===== config.mk =====
export PLATFORM = sky130hd
export DESIGN_NAME = seq_exec_ctrl_flat
export DESIGN_NICKNAME = d
export VERILOG_FILES = /design/src/rtl/seq_exec_ctrl_if.sv /design/src/rtl/seq_exec_ctrl.sv /design/src/flat_wrapper.sv
export SDC_FILE = /design/constraint.sdc
export NUM_CORES = 1
export LEC_CHECK = 0
export ABC_AREA = 1
export CELL_PAD_IN_SITES_DETAIL_PLACEMENT = 1
export CELL_PAD_IN_SITES_GLOBAL_PLACEMENT = 1
export CORE_ASPECT_RATIO = 0.7
export CORE_MARGIN = 5
export CORE_UTILIZATION = 35
export CTS_CLUSTER_DIAMETER = 120
export DETAILED_ROUTE_END_ITERATION = 8
export GPL_TIMING_DRIVEN = 0
export PLACE_DENSITY = 0.9
export SYNTH_ARGS = -nofsm -noshare
export SYNTH_HDL_FRONTEND = slang
export SYNTH_SLANG_ARGS = --single-unit

===== constraint.sdc =====
create_clock -name clk_i -period 1.73 [get_ports clk_i]
set_input_delay 0.346 -clock clk_i [delete_from_list [all_inputs] [get_ports clk_i]]
set_output_delay 0.346 -clock clk_i [all_outputs]
set_load 0.02 [all_outputs]

===== src/rtl/seq_exec_ctrl_if.sv =====
// rtl/seq_exec_ctrl_if.sv - start/ready, ROM and protocol-engine signals of the sequencer controller
interface seq_exec_ctrl_if #(
    parameter int ADDRESS_WIDTH = 8
);
    logic                     start_i;
    logic [ADDRESS_WIDTH-1:0] start_addr_i;
    logic                     ready_o;
    logic                     done_o;
    logic [1:0]               err_o;
    logic [ADDRESS_WIDTH-1:0] rom_addr_o;
    logic                     rom_rden_o;
    logic [12:0]              rom_data_i;
    logic                     spi_req_o;
    logic                     spi_last_o;
    logic [7:0]               spi_tx_o;
    logic                     spi_done_i;
    logic [7:0]               spi_rx_i;
    logic                     i2c_req_o;
    logic [1:0]               i2c_cmd_o;
    logic [7:0]               i2c_tx_o;
    logic                     i2c_nack_o;
    logic                     i2c_done_i;
    logic                     i2c_ack_i;
    logic [7:0]               i2c_rx_i;
    logic [7:0]               rd_data_o;
    logic                     rd_valid_o;

    modport master (
        input  start_i, start_addr_i, rom_data_i, spi_done_i, spi_rx_i,
               i2c_done_i, i2c_ack_i, i2c_rx_i,
        output ready_o, done_o, err_o, rom_addr_o, rom_rden_o,
               spi_req_o, spi_last_o, spi_tx_o,
               i2c_req_o, i2c_cmd_o, i2c_tx_o, i2c_nack_o,
               rd_data_o, rd_valid_o
    );

    modport slave (
        output start_i, start_addr_i, rom_data_i, spi_done_i, spi_rx_i,
               i2c_done_i, i2c_ack_i, i2c_rx_i,
        input  ready_o, done_o, err_o, rom_addr_o, rom_rden_o,
               spi_req_o, spi_last_o, spi_tx_o,
               i2c_req_o, i2c_cmd_o, i2c_tx_o, i2c_nack_o,
               rd_data_o, rd_valid_o
    );
endinterface


===== src/rtl/seq_exec_ctrl.sv =====
// rtl/seq_exec_ctrl.sv - fetches ROM command words and dispatches them to SPI, I2C or delay
module seq_exec_ctrl #(
    parameter int ADDRESS_WIDTH = 8,
    parameter int DELAY_SHIFT   = 4
) (
    input  logic           clk_i,
    input  logic           nrst_i,
    seq_exec_ctrl_if.master bus
);
    localparam int CW = 8 + DELAY_SHIFT;

    localparam logic [2:0] OP_END       = 3'd0;
    localparam logic [2:0] OP_SPI       = 3'd1;
    localparam logic [2:0] OP_I2C_START = 3'd2;
    localparam logic [2:0] OP_I2C_WRITE = 3'd3;
    localparam logic [2:0] OP_I2C_READ  = 3'd4;
    localparam logic [2:0] OP_I2C_STOP  = 3'd5;
    localparam logic [2:0] OP_WAIT      = 3'd6;
    localparam logic [2:0] OP_ILLEGAL   = 3'd7;

    typedef enum logic [2:0] {
        S_IDLE, S_FETCH, S_DECODE, S_SPI_WAIT, S_I2C_WAIT, S_DELAY
    } state_t;

    state_t                   state, state_next;
    logic [ADDRESS_WIDTH-1:0] pc, pc_next;
    logic [CW-1:0]            count, count_next;
    logic [1:0]               err, err_next;
    logic [2:0]               ir_op;
    logic                     ir_capture;
    logic                     complete;
    logic                     spi_req, spi_last, i2c_req, i2c_nack, done, rd_valid;
    logic [7:0]               spi_tx, i2c_tx, rd_data;
    logic [1:0]               i2c_cmd;

    logic [2:0] op_rom;
    logic [7:0] data_rom;
    logic       spi_accept, i2c_accept, at_top;

    assign op_rom   = bus.rom_data_i[12:10];
    assign data_rom = bus.rom_data_i[7:0];
    // A done coinciding with our own request pulse belongs to nothing we issued.
    assign spi_accept = (state == S_SPI_WAIT) && bus.spi_done_i && !spi_req;
    assign i2c_accept = (state == S_I2C_WAIT) && bus.i2c_done_i && !i2c_req;
    assign at_top     = (pc == {ADDRESS_WIDTH{1'b1}});

    always_ff @(posedge clk_i or negedge nrst_i) begin
        if (!nrst_i) begin
            state <= S_IDLE;
        end else begin
            state <= state_next;
        end
    end

    always_comb begin
        state_next = state;
        pc_next    = pc;
        err_next   = err;
        count_next = count;
        complete   = 1'b0;
        case (state)
            S_IDLE: begin
                if (bus.start_i) begin
                    state_next = S_FETCH;
                    pc_next    = bus.start_addr_i;
                    err_next   = 2'd0;
                end
            end
            S_FETCH: state_next = S_DECODE;
            S_DECODE: begin
                case (op_rom)
                    OP_END: state_next = S_IDLE;
                    OP_ILLEGAL: begin
                        state_next = S_IDLE;
                        err_next   = 2'd2;
                    end
                    OP_SPI: state_next = S_SPI_WAIT;
                    OP_WAIT: begin
                        count_next = CW'(data_rom) << DELAY_SHIFT;
                        if (data_rom == 8'd0) begin
                            complete = 1'b1;
                        end else begin
                            state_next = S_DELAY;
                        end
                    end
                    default: state_next = S_I2C_WAIT;
                endcase
            end
            S_SPI_WAIT: complete = spi_accept;
            S_I2C_WAIT: begin
                if (i2c_accept) begin
                    if (ir_op == OP_I2C_WRITE && !bus.i2c_ack_i) begin
                        state_next = S_IDLE;
                        err_next   = 2'd1;
                    end else begin
                        complete = 1'b1;
                    end
                end
            end
            S_DELAY: begin
                count_next = count - CW'(1);
                complete   = (count == CW'(1));
            end
            default: state_next = S_IDLE;
        endcase
        // The last ROM address never wraps back to zero.
        if (complete) begin
            if (at_top) begin
                state_next = S_IDLE;
                err_next   = 2'd3;
            end else begin
                state_next = S_FETCH;
                pc_next    = pc + ADDRESS_WIDTH'(1);
            end
        end
    end

    always_ff @(posedge clk_i or negedge nrst_i) begin
        if (!nrst_i) begin
            pc         <= '0;
            count      <= '0;
            err        <= 2'd0;
            ir_op      <= 3'd0;
            ir_capture <= 1'b0;
            done       <= 1'b0;
            spi_req    <= 1'b0;
            spi_last   <= 1'b0;
            spi_tx     <= 8'd0;
            i2c_req    <= 1'b0;
            i2c_cmd    <= 2'd0;
            i2c_tx     <= 8'd0;
            i2c_nack   <= 1'b0;
            rd_data    <= 8'd0;
            rd_valid   <= 1'b0;
        end else begin
            pc       <= pc_next;
            count    <= count_next;
            err      <= err_next;
            done     <= (state != S_IDLE) && (state_next == S_IDLE);
            spi_req  <= 1'b0;
            i2c_req  <= 1'b0;
            rd_valid <= 1'b0;
            if (state == S_DECODE) begin
                ir_op      <= op_rom;
                ir_capture <= bus.rom_data_i[9];
                case (op_rom)
                    OP_SPI: begin
                        spi_req  <= 1'b1;
                        spi_tx   <= data_rom;
                        spi_last <= bus.rom_data_i[8];
                    end
                    OP_I2C_START: begin
                        i2c_req <= 1'b1;
                        i2c_cmd <= 2'd0;
                    end
                    OP_I2C_WRITE: begin
                        i2c_req <= 1'b1;
                        i2c_cmd <= 2'd1;
                        i2c_tx  <= data_rom;
                    end
                    OP_I2C_READ: begin
                        i2c_req  <= 1'b1;
                        i2c_cmd  <= 2'd2;
                        i2c_nack <= bus.rom_data_i[8];
                    end
                    OP_I2C_STOP: begin
                        i2c_req <= 1'b1;
                        i2c_cmd <= 2'd3;
                    end
                    default: ;
                endcase
            end
            if (spi_accept && ir_capture) begin
                rd_data  <= bus.spi_rx_i;
                rd_valid <= 1'b1;
            end
            if (i2c_accept && ir_op == OP_I2C_READ) begin
                rd_data  <= bus.i2c_rx_i;
                rd_valid <= 1'b1;
            end
        end
    end

    assign bus.ready_o    = (state == S_IDLE);
    assign bus.rom_rden_o = (state == S_FETCH);
    assign bus.rom_addr_o = pc;
    assign bus.done_o     = done;
    assign bus.err_o      = err;
    assign bus.spi_req_o  = spi_req;
    assign bus.spi_last_o = spi_last;
    assign bus.spi_tx_o   = spi_tx;
    assign bus.i2c_req_o  = i2c_req;
    assign bus.i2c_cmd_o  = i2c_cmd;
    assign bus.i2c_tx_o   = i2c_tx;
    assign bus.i2c_nack_o = i2c_nack;
    assign bus.rd_data_o  = rd_data;
    assign bus.rd_valid_o = rd_valid;
endmodule


===== src/flat_wrapper.sv =====
// flat-port wrapper written by rule: the top's interface ports become plain ports
module seq_exec_ctrl_flat 
#(
    parameter int ADDRESS_WIDTH = 8,
    parameter int DELAY_SHIFT   = 4
)
  (clk_i, nrst_i, bus_start_i, bus_start_addr_i, bus_rom_data_i, bus_spi_done_i, bus_spi_rx_i, bus_i2c_done_i, bus_i2c_ack_i, bus_i2c_rx_i, bus_ready_o, bus_done_o, bus_err_o, bus_rom_addr_o, bus_rom_rden_o, bus_spi_req_o, bus_spi_last_o, bus_spi_tx_o, bus_i2c_req_o, bus_i2c_cmd_o, bus_i2c_tx_o, bus_i2c_nack_o, bus_rd_data_o, bus_rd_valid_o);
  seq_exec_ctrl_if #(.ADDRESS_WIDTH(ADDRESS_WIDTH)) bus_i ();
  input  logic clk_i;
  input  logic nrst_i;
  input wire logic [$bits(bus_i.start_i)-1:0] bus_start_i;
  input wire logic [$bits(bus_i.start_addr_i)-1:0] bus_start_addr_i;
  input wire logic [$bits(bus_i.rom_data_i)-1:0] bus_rom_data_i;
  input wire logic [$bits(bus_i.spi_done_i)-1:0] bus_spi_done_i;
  input wire logic [$bits(bus_i.spi_rx_i)-1:0] bus_spi_rx_i;
  input wire logic [$bits(bus_i.i2c_done_i)-1:0] bus_i2c_done_i;
  input wire logic [$bits(bus_i.i2c_ack_i)-1:0] bus_i2c_ack_i;
  input wire logic [$bits(bus_i.i2c_rx_i)-1:0] bus_i2c_rx_i;
  output wire logic [$bits(bus_i.ready_o)-1:0] bus_ready_o;
  output wire logic [$bits(bus_i.done_o)-1:0] bus_done_o;
  output wire logic [$bits(bus_i.err_o)-1:0] bus_err_o;
  output wire logic [$bits(bus_i.rom_addr_o)-1:0] bus_rom_addr_o;
  output wire logic [$bits(bus_i.rom_rden_o)-1:0] bus_rom_rden_o;
  output wire logic [$bits(bus_i.spi_req_o)-1:0] bus_spi_req_o;
  output wire logic [$bits(bus_i.spi_last_o)-1:0] bus_spi_last_o;
  output wire logic [$bits(bus_i.spi_tx_o)-1:0] bus_spi_tx_o;
  output wire logic [$bits(bus_i.i2c_req_o)-1:0] bus_i2c_req_o;
  output wire logic [$bits(bus_i.i2c_cmd_o)-1:0] bus_i2c_cmd_o;
  output wire logic [$bits(bus_i.i2c_tx_o)-1:0] bus_i2c_tx_o;
  output wire logic [$bits(bus_i.i2c_nack_o)-1:0] bus_i2c_nack_o;
  output wire logic [$bits(bus_i.rd_data_o)-1:0] bus_rd_data_o;
  output wire logic [$bits(bus_i.rd_valid_o)-1:0] bus_rd_valid_o;
  assign bus_i.start_i = bus_start_i;
  assign bus_i.start_addr_i = bus_start_addr_i;
  assign bus_i.rom_data_i = bus_rom_data_i;
  assign bus_i.spi_done_i = bus_spi_done_i;
  assign bus_i.spi_rx_i = bus_spi_rx_i;
  assign bus_i.i2c_done_i = bus_i2c_done_i;
  assign bus_i.i2c_ack_i = bus_i2c_ack_i;
  assign bus_i.i2c_rx_i = bus_i2c_rx_i;
  assign bus_ready_o = bus_i.ready_o;
  assign bus_done_o = bus_i.done_o;
  assign bus_err_o = bus_i.err_o;
  assign bus_rom_addr_o = bus_i.rom_addr_o;
  assign bus_rom_rden_o = bus_i.rom_rden_o;
  assign bus_spi_req_o = bus_i.spi_req_o;
  assign bus_spi_last_o = bus_i.spi_last_o;
  assign bus_spi_tx_o = bus_i.spi_tx_o;
  assign bus_i2c_req_o = bus_i.i2c_req_o;
  assign bus_i2c_cmd_o = bus_i.i2c_cmd_o;
  assign bus_i2c_tx_o = bus_i.i2c_tx_o;
  assign bus_i2c_nack_o = bus_i.i2c_nack_o;
  assign bus_rd_data_o = bus_i.rd_data_o;
  assign bus_rd_valid_o = bus_i.rd_valid_o;
  seq_exec_ctrl #(.ADDRESS_WIDTH(ADDRESS_WIDTH), .DELAY_SHIFT(DELAY_SHIFT)) u_core (.clk_i(clk_i), .nrst_i(nrst_i), .bus(bus_i));
endmodule

==> results of run 1 <==
## synthesized netlist by cell type, types with 2 or more instances
master,instances,share of area [%]
nand2_1,99,12
nand3_1,28,4.4
clkbuf_1,3,0.36
mux2i_1,2,0.63
o21ai_0,59,9.3
nor2_4,4,1.4
o211ai_1,5,1.2
xor2_1,6,1.7
o21ai_1,4,0.63
dfrtp_1,61,48
ha_1,3,1.2
nand2_2,3,0.59
a21oi_1,8,1.3
nor3_1,5,0.79
inv_1,47,5.6
nor2_1,41,4.9
nor2_2,2,0.39
o22ai_1,3,0.59
nand4_1,3,0.59
buf_2,3,0.47
buf_6,2,0.71
buf_4,2,0.47
## kinds of logic after synthesis
| kind of cell | synth area share [%] |
|---|---|
| simple gates | 26.3 |
| compound gates | 14.0 |
| fa+ha+maj | 1.18 |
| flops | 48.1 |
| mux | 0.631 |
| xor+xnor | 1.93 |
| buf+inv | 7.81 |
## state kept, by name, summed over array words and instances (netlist names)
register / cells
u_core.bus.done_o: 1
u_core.bus.err_o: 2
u_core.bus.i2c_cmd_o: 2
u_core.bus.i2c_nack_o: 1
u_core.bus.i2c_req_o: 1
u_core.bus.i2c_tx_o: 8
u_core.bus.rd_data_o: 8
u_core.bus.rd_valid_o: 1
u_core.bus.rom_addr_o: 8
u_core.bus.spi_last_o: 1
u_core.bus.spi_req_o: 1
u_core.bus.spi_tx_o: 8
u_core.count: 12
u_core.ir_capture: 1
u_core.ir_op: 3
u_core.state: 3
## how the worst min path moves through the flow
stage,to,start,depth (start not counted)
floorplan,u_core.bus.done_o,nrst_i,0
global placement,u_core.count[11],u_core.count[11],2
detailed placement,u_core.count[11],nrst_i,1
CTS,u_core.count[11],nrst_i,1
global route,u_core.count[11],nrst_i,1
finish,u_core.count[11],nrst_i,1
## power by group
group	leakage [nW]	internal, mW	total, mW	switching [mW]
Clock	0.156	1.27	1.95	0.683
Sequential	0.760	2.05	2.60	0.555
Combinational	1.37	1.48	3.57	2.09
Total	2.28	4.80	8.12	3.32
## per-layer routing
layer	vias up	track usage, %	share of wire, %
met1	1611	25.8	43
met5	-	0	0
met2	112	34.9	49
li1	1520	-	-
met4	0	7.24	2.1
met3	21	4.70	5.9
## layout make-up
class | instances | area [um^2] | share of cell area [%]
Inverter | 49 | 188 | 4.03
Buffer | 10 | 71.3 | 1.53
Tap cell | 124 | 155 | 3.33
Clock buffer | 9 | 225 | 4.83
Sequential cell | 61 | 1530 | 32.8
Multi-Input combinational cell | 284 | 1440 | 31.0
Timing Repair Buffer | 96 | 948 | 20.3
Clock inverter | 7 | 98.8 | 2.12
## through the flow
step	setup TNS [ns]	total power, mW	utilization (%)
after floorplan	0	4.37	-
after global placement	-110.95	5.73	46.7
after detailed placement	-11.93	5.92	46.9
after CTS	-0.0383	7.94	50.7
after global routing	-0.442	8.61	52.0
final	-0.0431	8.12	52.0
## cell usage in the layout (no fill, tap or decap), drive strengths merged, types with 2 or more instances in the layout
cell           netlist  layout
a21oi                8       8
buf                  7      19
bufinv               0       2
clkbuf               3      13
clkdlybuf4s50        0      72
clkinv               1       4
dfrtp               61      61
dlygate4sd2          0       5
dlymetal6s2s         0       6
ha                   3       3
inv                 48      49
mux2i                2       2
nand2              102     102
nand3               30      30
nand4                3       3
nor2                47      47
nor3                 5       5
o211ai               5       5
o21ai               65      65
o22ai                3       3
xor2                 6       6
## timing repair
item,CTS,global route
resized for setup,22,29
setup endpoints to repair,25,42
buffers inserted,2,7
pin swaps,1,6
gates cloned,0,0
==> flow_metrics.tcl, run 1 <==
set metrics [dict create \
    cts_tree "built" \
    place_ws_ns -0.479 \
    fp.dieH_um 89.6 \
    critical_path_required_ns 1.98 \
    r2r_cells 9 \
    cp_common_cell "nand2_1" \
    dp_hpwl_um 7840 \
    fillers 1083 \
    io_pins 87 \
    finClkSkew_ns 0.00449 \
    avgSynthCellArea_um2 7.85 \
    syn_nets 450 \
    synthArstFlopShare_pct 100 \
    diodes 0 \
    reg2reg_from "u_core.count[9]" \
    hold_slack_ns 0.0191 \
    die_x_um 124 \
    drc 0 \
    drt_iter0_markers 264 \
    ys_seq_area_share_pct 48.1 \
    end_kind "flip-flop" \
    instances_no_fill 640 \
    final_area_um2 4660 \
    worstSetupPathType "reg2reg" \
    max_freq_ghz 0.568 \
    antenna_found_initial 0 \
    grt_usage_pct 20.5 \
    setup_viol 3 \
    synthFlopType "dfrtp_1" \
    failed_checks "setup timing" \
    fin_crit_sh_pct 102 \
    place.gp.congestion 0.863 \
    yosys_warnings 0 \
    syn_inst 404 \
    worstPathCellList "nor2_1, nand2_1, nor2_1, nand2_1, nand2_2, nor2_4, nor2_4, nand2_1, o21ai_1" \
    die_area_um2 11100 \
    core_area_um2 8960 \
    status "complete, but fails checks" \
    critPathTopFamily "simple AND/OR/NAND/NOR gates" \
    crit_buf_inv 0 \
    crit_fanout 9 \
    grt_pass1_vias 3414 \
    period_minus_slack_ns 1.76 \
    crit_arrival_ns 2.01 \
    fin_ws_ns -0.0306 \
    crit_cells 9 \
    slew_violations 0 \
    grt_max_degree 39 \
    tightest_slew_ns 0.588 \
    via_per_inst 5.10 \
    grt_first_pass_wirelength_um 17600 \
    powerDensity_nw_per_um2 1740 \
    vias 3264 \
    leakagePower_nw 2.28 \
    r2r_setup_slack_ns -0.03 \
    hold_path.class "in2async" \
    cp-startpoint "u_core.count[9]" \
    crit_path_max_incr_delay_ns 0.42 \
    initial_core_util_pct 35.4 \
    io_buffers 86 \
    root_buffer "clkbuf_16" \
    drt_first_pass_iters 5 \
    slew_headroom_pct 60.8 \
    clk_latency_ns 0.33 \
    numCtsBuffers 9 \
    worst_setup_path_start_kind "flip-flop" \
    rows 29 \
    clockBufferDepth 2 \
    synth-seq-cells 61 \
    cpMaxStageDelayCell "dfrtp_1" \
    final_nets 557 \
    finalHoldViolCount 0 \
    drt.antenna.violating_nets 0 \
    drive_above_1_share_pct 13.8 \
    maxCapViolations 0 \
    endpoint "u_core.bus.rom_addr_o[1]" \
    netlist_area_um2 3170 \
    cts.sinks 61 \
    drt_wl_total_um 11700 \
    place_area_um2 4200 \
    clkSlewWorstSetupHoldPaths_ns 0.06 \
    cts_hold_buf 0 \
    ys_types 33 \
    synth-edff-count 0 \
    grt_overflow 0 \
    place_inst 615 \
    wl_per_cell_um 18.3 \
    syn2layout_area_growth_pct 47.0 \
    r2r-end "u_core.bus.rom_addr_o[1]" \
    h-tree-depth 3 \
    irDropWorstVdd_mv 0.592 \
]
Power figures use the tool's default switching activity.
==> run 2: changes to the inputs <==
--- a/config.mk
+++ b/config.mk
@@ -9,11 +9,12 @@
 export CELL_PAD_IN_SITES_DETAIL_PLACEMENT = 1
 export CELL_PAD_IN_SITES_GLOBAL_PLACEMENT = 1
 export CORE_ASPECT_RATIO = 0.7
-export CORE_MARGIN = 5
+export CORE_MARGIN = 2
 export CORE_UTILIZATION = 35
 export CTS_CLUSTER_DIAMETER = 120
 export DETAILED_ROUTE_END_ITERATION = 8
-export GPL_TIMING_DRIVEN = 0
+export GPL_TIMING_DRIVEN = 1
+export MAX_ROUTING_LAYER = met4
 export PLACE_DENSITY = 0.9
 export SYNTH_ARGS = -nofsm -noshare
 export SYNTH_HDL_FRONTEND = slang
==> run 2 against run 1 <==
Combinational power increased by 3%; clock skew is 0.0023 ns higher; non-clock buffer count increased by 11; critical path type is now reg2out; highest routed layer unchanged; flip-flop and latch count did not move; largest power group unchanged; the flow now finishes without violations; worst setup slack better by 0.053 ns.
==> flow_metrics.tcl, run 2 (same netlist as run 1, synthesis figures left out) <==
set metrics [dict create \
    final_common_cell "nand2_1" \
    hold_path.class "in2async" \
    clockBufferDepth 2 \
    drt_iter0_markers 217 \
    tightest_slew_ns 0.463 \
    leakagePower_nw 2.30 \
    period_minus_slack_ns 1.71 \
    drive_above_1_share_pct 14.4 \
    io_pins 87 \
    die_area_um2 9850 \
    critPathTopFamily "buffers and inverters" \
    worstPathCellList "clkdlybuf4s50_1" \
    slew_headroom_pct 68.9 \
    rows 29 \
    vias 3331 \
    h-tree-depth 3 \
    crit_arrival_ns 1.36 \
    wl_per_cell_um 18.2 \
    via_per_inst 5.11 \
    end_kind "output pin" \
    clkSlewWorstSetupHoldPaths_ns 0.05 \
    status "completed" \
    fillers 1094 \
    multi_input_comb_area_um2 1440 \
    initial_core_util_pct 35.5 \
    worstSetupPathType "reg2out" \
    ff_latch_area_um2 1530 \
    reg2reg_from "u_core.count[9]" \
    die_x_um 118 \
    crit_buf_inv 1 \
    place_ws_ns -0.388 \
    drt_first_pass_iters 4 \
    finalHoldViolCount 0 \
    grt.busiest_layer "met2" \
    use_met1_pct 28.7 \
    antenna_found_initial 0 \
    diodes 0 \
    cts_hold_buf 0 \
    cpMaxStageDelayCell "clkdlybuf4s50_1" \
    grt_first_pass_wirelength_um 18300 \
    numCtsBuffers 9 \
    regMostFlops "u_core.count" \
    largest_reg_flops 12 \
    grt_usage_pct 24.2 \
    syn2layout_area_growth_pct 48.8 \
    dp_hpwl_um 8010 \
    irDropWorstVdd_mv 0.619 \
    drc 0 \
    crit_fanout 3 \
    r2r_setup_slack_ns 0.04 \
    grt_pass1_vias 3532 \
    finClkSkew_ns 0.00682 \
    root_buffer "clkbuf_16" \
    drt_wl_total_um 11900 \
    io_buffers 86 \
    powerDensity_nw_per_um2 1710 \
    cts_tree "built" \
    fin_ws_ns 0.0222 \
    grt_overflow 0 \
    setup_tns_ns 0 \
    worst_setup_path_start_kind "flip-flop" \
    max_freq_ghz 0.586 \
    setup_viol 0 \
    place.gp.congestion 0.914 \
    cts.sinks 61 \
    met2_usage_pct 42.6 \
    layout_common_cells "nand2_1, clkdlybuf4s50_1, dfrtp_1" \
    final_nets 569 \
    core_area_um2 8930 \
    grt_use_met3_pct 3.69 \
    maxCapViolations 0 \
    fin_crit_sh_pct 98.7 \
    fp.dieH_um 83.6 \
    crit_cells 1 \
    crit_path_max_incr_delay_ns 0.63 \
    slew_violations 0 \
    r2r_cells 9 \
    critical_path_required_ns 1.38 \
    drt.antenna.violating_nets 0 \
    clk_latency_ns 0.33 \
    grt_max_degree 62 \
    r2r-end "u_core.bus.rom_addr_o[2]" \
]
run 2: changes by cell type in the layout (fill, tap and decap cells not counted), moves of 3 or more:
cell and delta:
nor2_2 -3, inv_1 +3, dfrtp_1 +3, buf_4 +19, dfrtp_2 -3, inv_2 -3
dlymetal6s2s_1 -4, clkdlybuf4s50_1 +6, buf_6 -4, nor2_1 +4
run 2: worst max-delay path by stage:
stage                        startpoint  slack [ns]                        to
5_1_grt                 u_core.count[9]       -0.06  u_core.bus.rom_addr_o[2]
3_3_place_gp         bus_rom_data_i[12]       -0.19           u_core.count[9]
3_5_place_dp         bus_rom_data_i[12]       -0.39           u_core.count[8]
2_1_floorplan           u_core.state[0]        0.17  u_core.bus.rom_addr_o[4]
4_1_cts        u_core.bus.rom_addr_o[6]       0.003         bus_rom_addr_o[6]
6_report       u_core.bus.rom_addr_o[7]        0.02         bus_rom_addr_o[7]
run 2: where the power goes:
group	internal [mW]	switching, mW	leakage (nW)
combinational	1.51	2.16	1.39
clock	1.15	0.666	0.140
sequential	2.04	0.523	0.764
run 2: what timing repair did:
| action | in CTS | in global routing |
|---|---|---|
| buffers inserted | 2 | 2 |
| resized for setup | 15 | 15 |
| pin swaps | 2 | 7 |
| setup endpoints to repair | 20 | 26 |
| gates cloned | 0 | 1 |
run 2: cell type report:
type                            count  share of cell area (%)
Clock inverter                      6                    1.33
Multi-Input combinational cell    285                    30.6
Clock buffer                       10                    5.06
Tap cell                          124                    3.29
Inverter                           49                    3.98
Timing Repair Buffer              117                    23.4
Sequential cell                    61                    32.4
run 2: metal layers:
layer  part of all wire [%]  vias up
met5                      0        -
met4                    2.1        0
met3                    3.2       25
met2                     51       80
met1                     44     1678
li1                       -     1548
run 2: stage by stage:
stage          std cells  instance area, um^2  hold slack [ns]  utilization [%]  power [mW]
6_report             652                 4720           0.0136             52.9        8.05
2_1_floorplan        404                 3170           0.0504                -        4.37
5_1_grt              652                 4720           0.0602             52.9        8.49
4_1_cts              649                 4660           0.0388             52.2        7.95
3_3_place_gp         631                 4350            0.378             48.7        5.80
3_5_place_dp         631                 4350            0.385             48.7        6.05
==> run 3: changes to the inputs <==
--- a/config.mk
+++ b/config.mk
@@ -16,6 +16,7 @@
 export GPL_TIMING_DRIVEN = 1
 export MAX_ROUTING_LAYER = met4
 export PLACE_DENSITY = 0.9
+export SKIP_LAST_GASP = 1
 export SYNTH_ARGS = -nofsm -noshare
 export SYNTH_HDL_FRONTEND = slang
 export SYNTH_SLANG_ARGS = --single-unit
==> run 3 against run 2 <==
The run now ends with setup timing left; power is 1.4% higher; register-to-register slack worse by 0.03 ns; sequential share of layout area is 0.18 points lower; non-clock buffer count is 2 higher; combinational power is 2% higher; flip-flop and latch count stayed put; core utilization is 0.29 points higher; clock power hardly changed; fmax is 2.5% lower; worst setup slack worse by 0.043 ns; final cell count is 0.31% higher; die area stayed put; critical endpoint is now bus_rom_rden_o; largest cell class unchanged; largest power group unchanged.
==> flow_metrics.tcl, run 3 (same netlist as run 1, synthesis figures left out) <==
set metrics [dict create \
    hold_slack_ns 0.0270 \
    setup_viol 1 \
    rows 29 \
    final_nets 571 \
    power.switching_mw 3.41 \
    reg2reg_from "u_core.count[9]" \
    clkSlewWorstSetupHoldPaths_ns 0.06 \
    numCtsBuffers 9 \
    status "complete, but fails checks" \
    io_pins 87 \
    drt_iter0_markers 364 \
    grt_usage_pct 24.1 \
    place_area_um2 4350 \
    io_buffers 86 \
    syn2layout_area_growth_pct 49.6 \
    grt_first_pass_wirelength_um 18300 \
    r2r_cells 9 \
    use_met1_pct 28.9 \
    max_freq_ghz 0.571 \
    layout_common_cells "nand2_1, clkdlybuf4s50_1, dfrtp_1" \
    internal_power_mw 4.75 \
    powerDensity_nw_per_um2 1720 \
    fin_ws_ns -0.0209 \
    grt.busiest_layer "met2" \
    hold_path.class "in2async" \
    cts_tree "built" \
    die_x_um 118 \
    leakagePower_nw 2.31 \
    antenna_found_initial 0 \
    r2r_setup_slack_ns 0.01 \
    comb_power_share_pct 46.0 \
    fp.dieH_um 83.6 \
    worstSetupPathType "reg2out" \
    initial_core_util_pct 35.5 \
    cts.sinks 61 \
    dp_hpwl_um 8010 \
    final_area_um2 4740 \
    failed_checks "setup timing" \
    maxCapViolations 0 \
    finClkSkew_ns 0.0101 \
    drive_above_1_share_pct 14.9 \
    place.gp.congestion 0.914 \
    drt_wl_total_um 12200 \
    final_common_cell "nand2_1" \
    finalHoldViolCount 0 \
    vias 3365 \
    via_per_inst 5.15 \
    irDropWorstVdd_mv 0.600 \
    core_area_um2 8930 \
    end_kind "output pin" \
    clockPowerShare_pct 22.4 \
    fin_total_pwr_mw 8.16 \
    wl_per_cell_um 18.6 \
    fin_crit_sh_pct 101 \
    h-tree-depth 3 \
    grt_use_met3_pct 3.48 \
    r2r-end "u_core.bus.rom_addr_o[2]" \
    slew_violations 0 \
    crit_fanout 2 \
    switching_share_pct 41.8 \
    met2_usage_pct 42.5 \
    grt_pass1_vias 3507 \
    seqPwrFrac_pct 31.6 \
    drc 0 \
    clockBufferDepth 2 \
    die_area_um2 9850 \
    largest_reg_flops 12 \
    grt_max_degree 62 \
    regMostFlops "u_core.count" \
    tightest_slew_ns 0.389 \
    drt.antenna.violating_nets 0 \
    diodes 0 \
    crit_arrival_ns 1.40 \
    worst_setup_path_start_kind "flip-flop" \
    drt_first_pass_iters 5 \
    period_minus_slack_ns 1.75 \
    critical_path_required_ns 1.38 \
    root_buffer "clkbuf_16" \
    clk_latency_ns 0.33 \
    grt_overflow 0 \
    slew_headroom_pct 73.9 \
]
run 3: metrics by stage:
step | utilization [%] | setup WS, ns | instances | TNS, ns
finish | 53.2 | -0.0209 | 654 | -0.0209
global route | 53.2 | -0.0864 | 654 | -0.418
CTS | 52.2 | -0.0963 | 649 | -0.0963
detailed placement | 48.7 | -0.388 | 631 | -7.11
global placement | 48.7 | -0.193 | 631 | -3.53
floorplan | - | 0.169 | 404 | 0
run 3: how the worst max path moves through the flow:
stage | slack, ns | endpoint | depth (start not counted) | start
after floorplan | 0.17 | u_core.bus.rom_addr_o[4] | 7 | u_core.state[0]
after global placement | -0.19 | u_core.count[9] | 7 | bus_rom_data_i[12]
after detailed placement | -0.39 | u_core.count[8] | 7 | bus_rom_data_i[12]
after CTS | -0.1 | bus_ready_o | 4 | u_core.state[1]
after global routing | -0.09 | u_core.bus.rom_addr_o[0] | 9 | u_core.count[9]
final | -0.02 | bus_rom_rden_o | 5 | u_core.state[1]
run 3: worst max-delay path, stage by stage (launching register included):
cell	delay (ns)
dfrtp_1	0.40
inv_2	0.10
buf_4	0.12
nand2_1	0.08
nor2_1	0.17
buf_2	0.20
run 3: layout make-up:
cell class,count,area [um^2]
Clock buffer,10,239
Clock inverter,6,62.6
Fill cell,1099,4180
Inverter,49,190
Multi-Input combinational cell,285,1450
Sequential cell,61,1530
Tap cell,124,155
Timing Repair Buffer,119,1120
run 3: layer usage:
layer  share of wire [%]  routed length, um  vias to the layer above
li1                    -                  -                     1548
met3                 3.8                458                       31
met4                 2.1                261                        0
met5                   0                  0                        -
met1                  44               5310                     1665
met2                  51               6160                      121
run 3: power by group through the flow:
stage	Sequential [mW]	Clock, mW	Combinational, mW
floorplan	2.94	0	1.43
global placement	2.50	0	3.30
detailed placement	2.54	0	3.51
CTS	2.55	1.83	3.57
global route	2.64	1.91	4.05
finish	2.58	1.83	3.76
run 3: what timing repair did:
action	4_1_cts	5_1_grt
gates resized for setup	13	21
setup endpoints to repair	20	21
hold buffers	0	0
pin swaps	2	13
endpoints found under the hold margin	0	0
gates cloned	0	1
buffers inserted	2	4
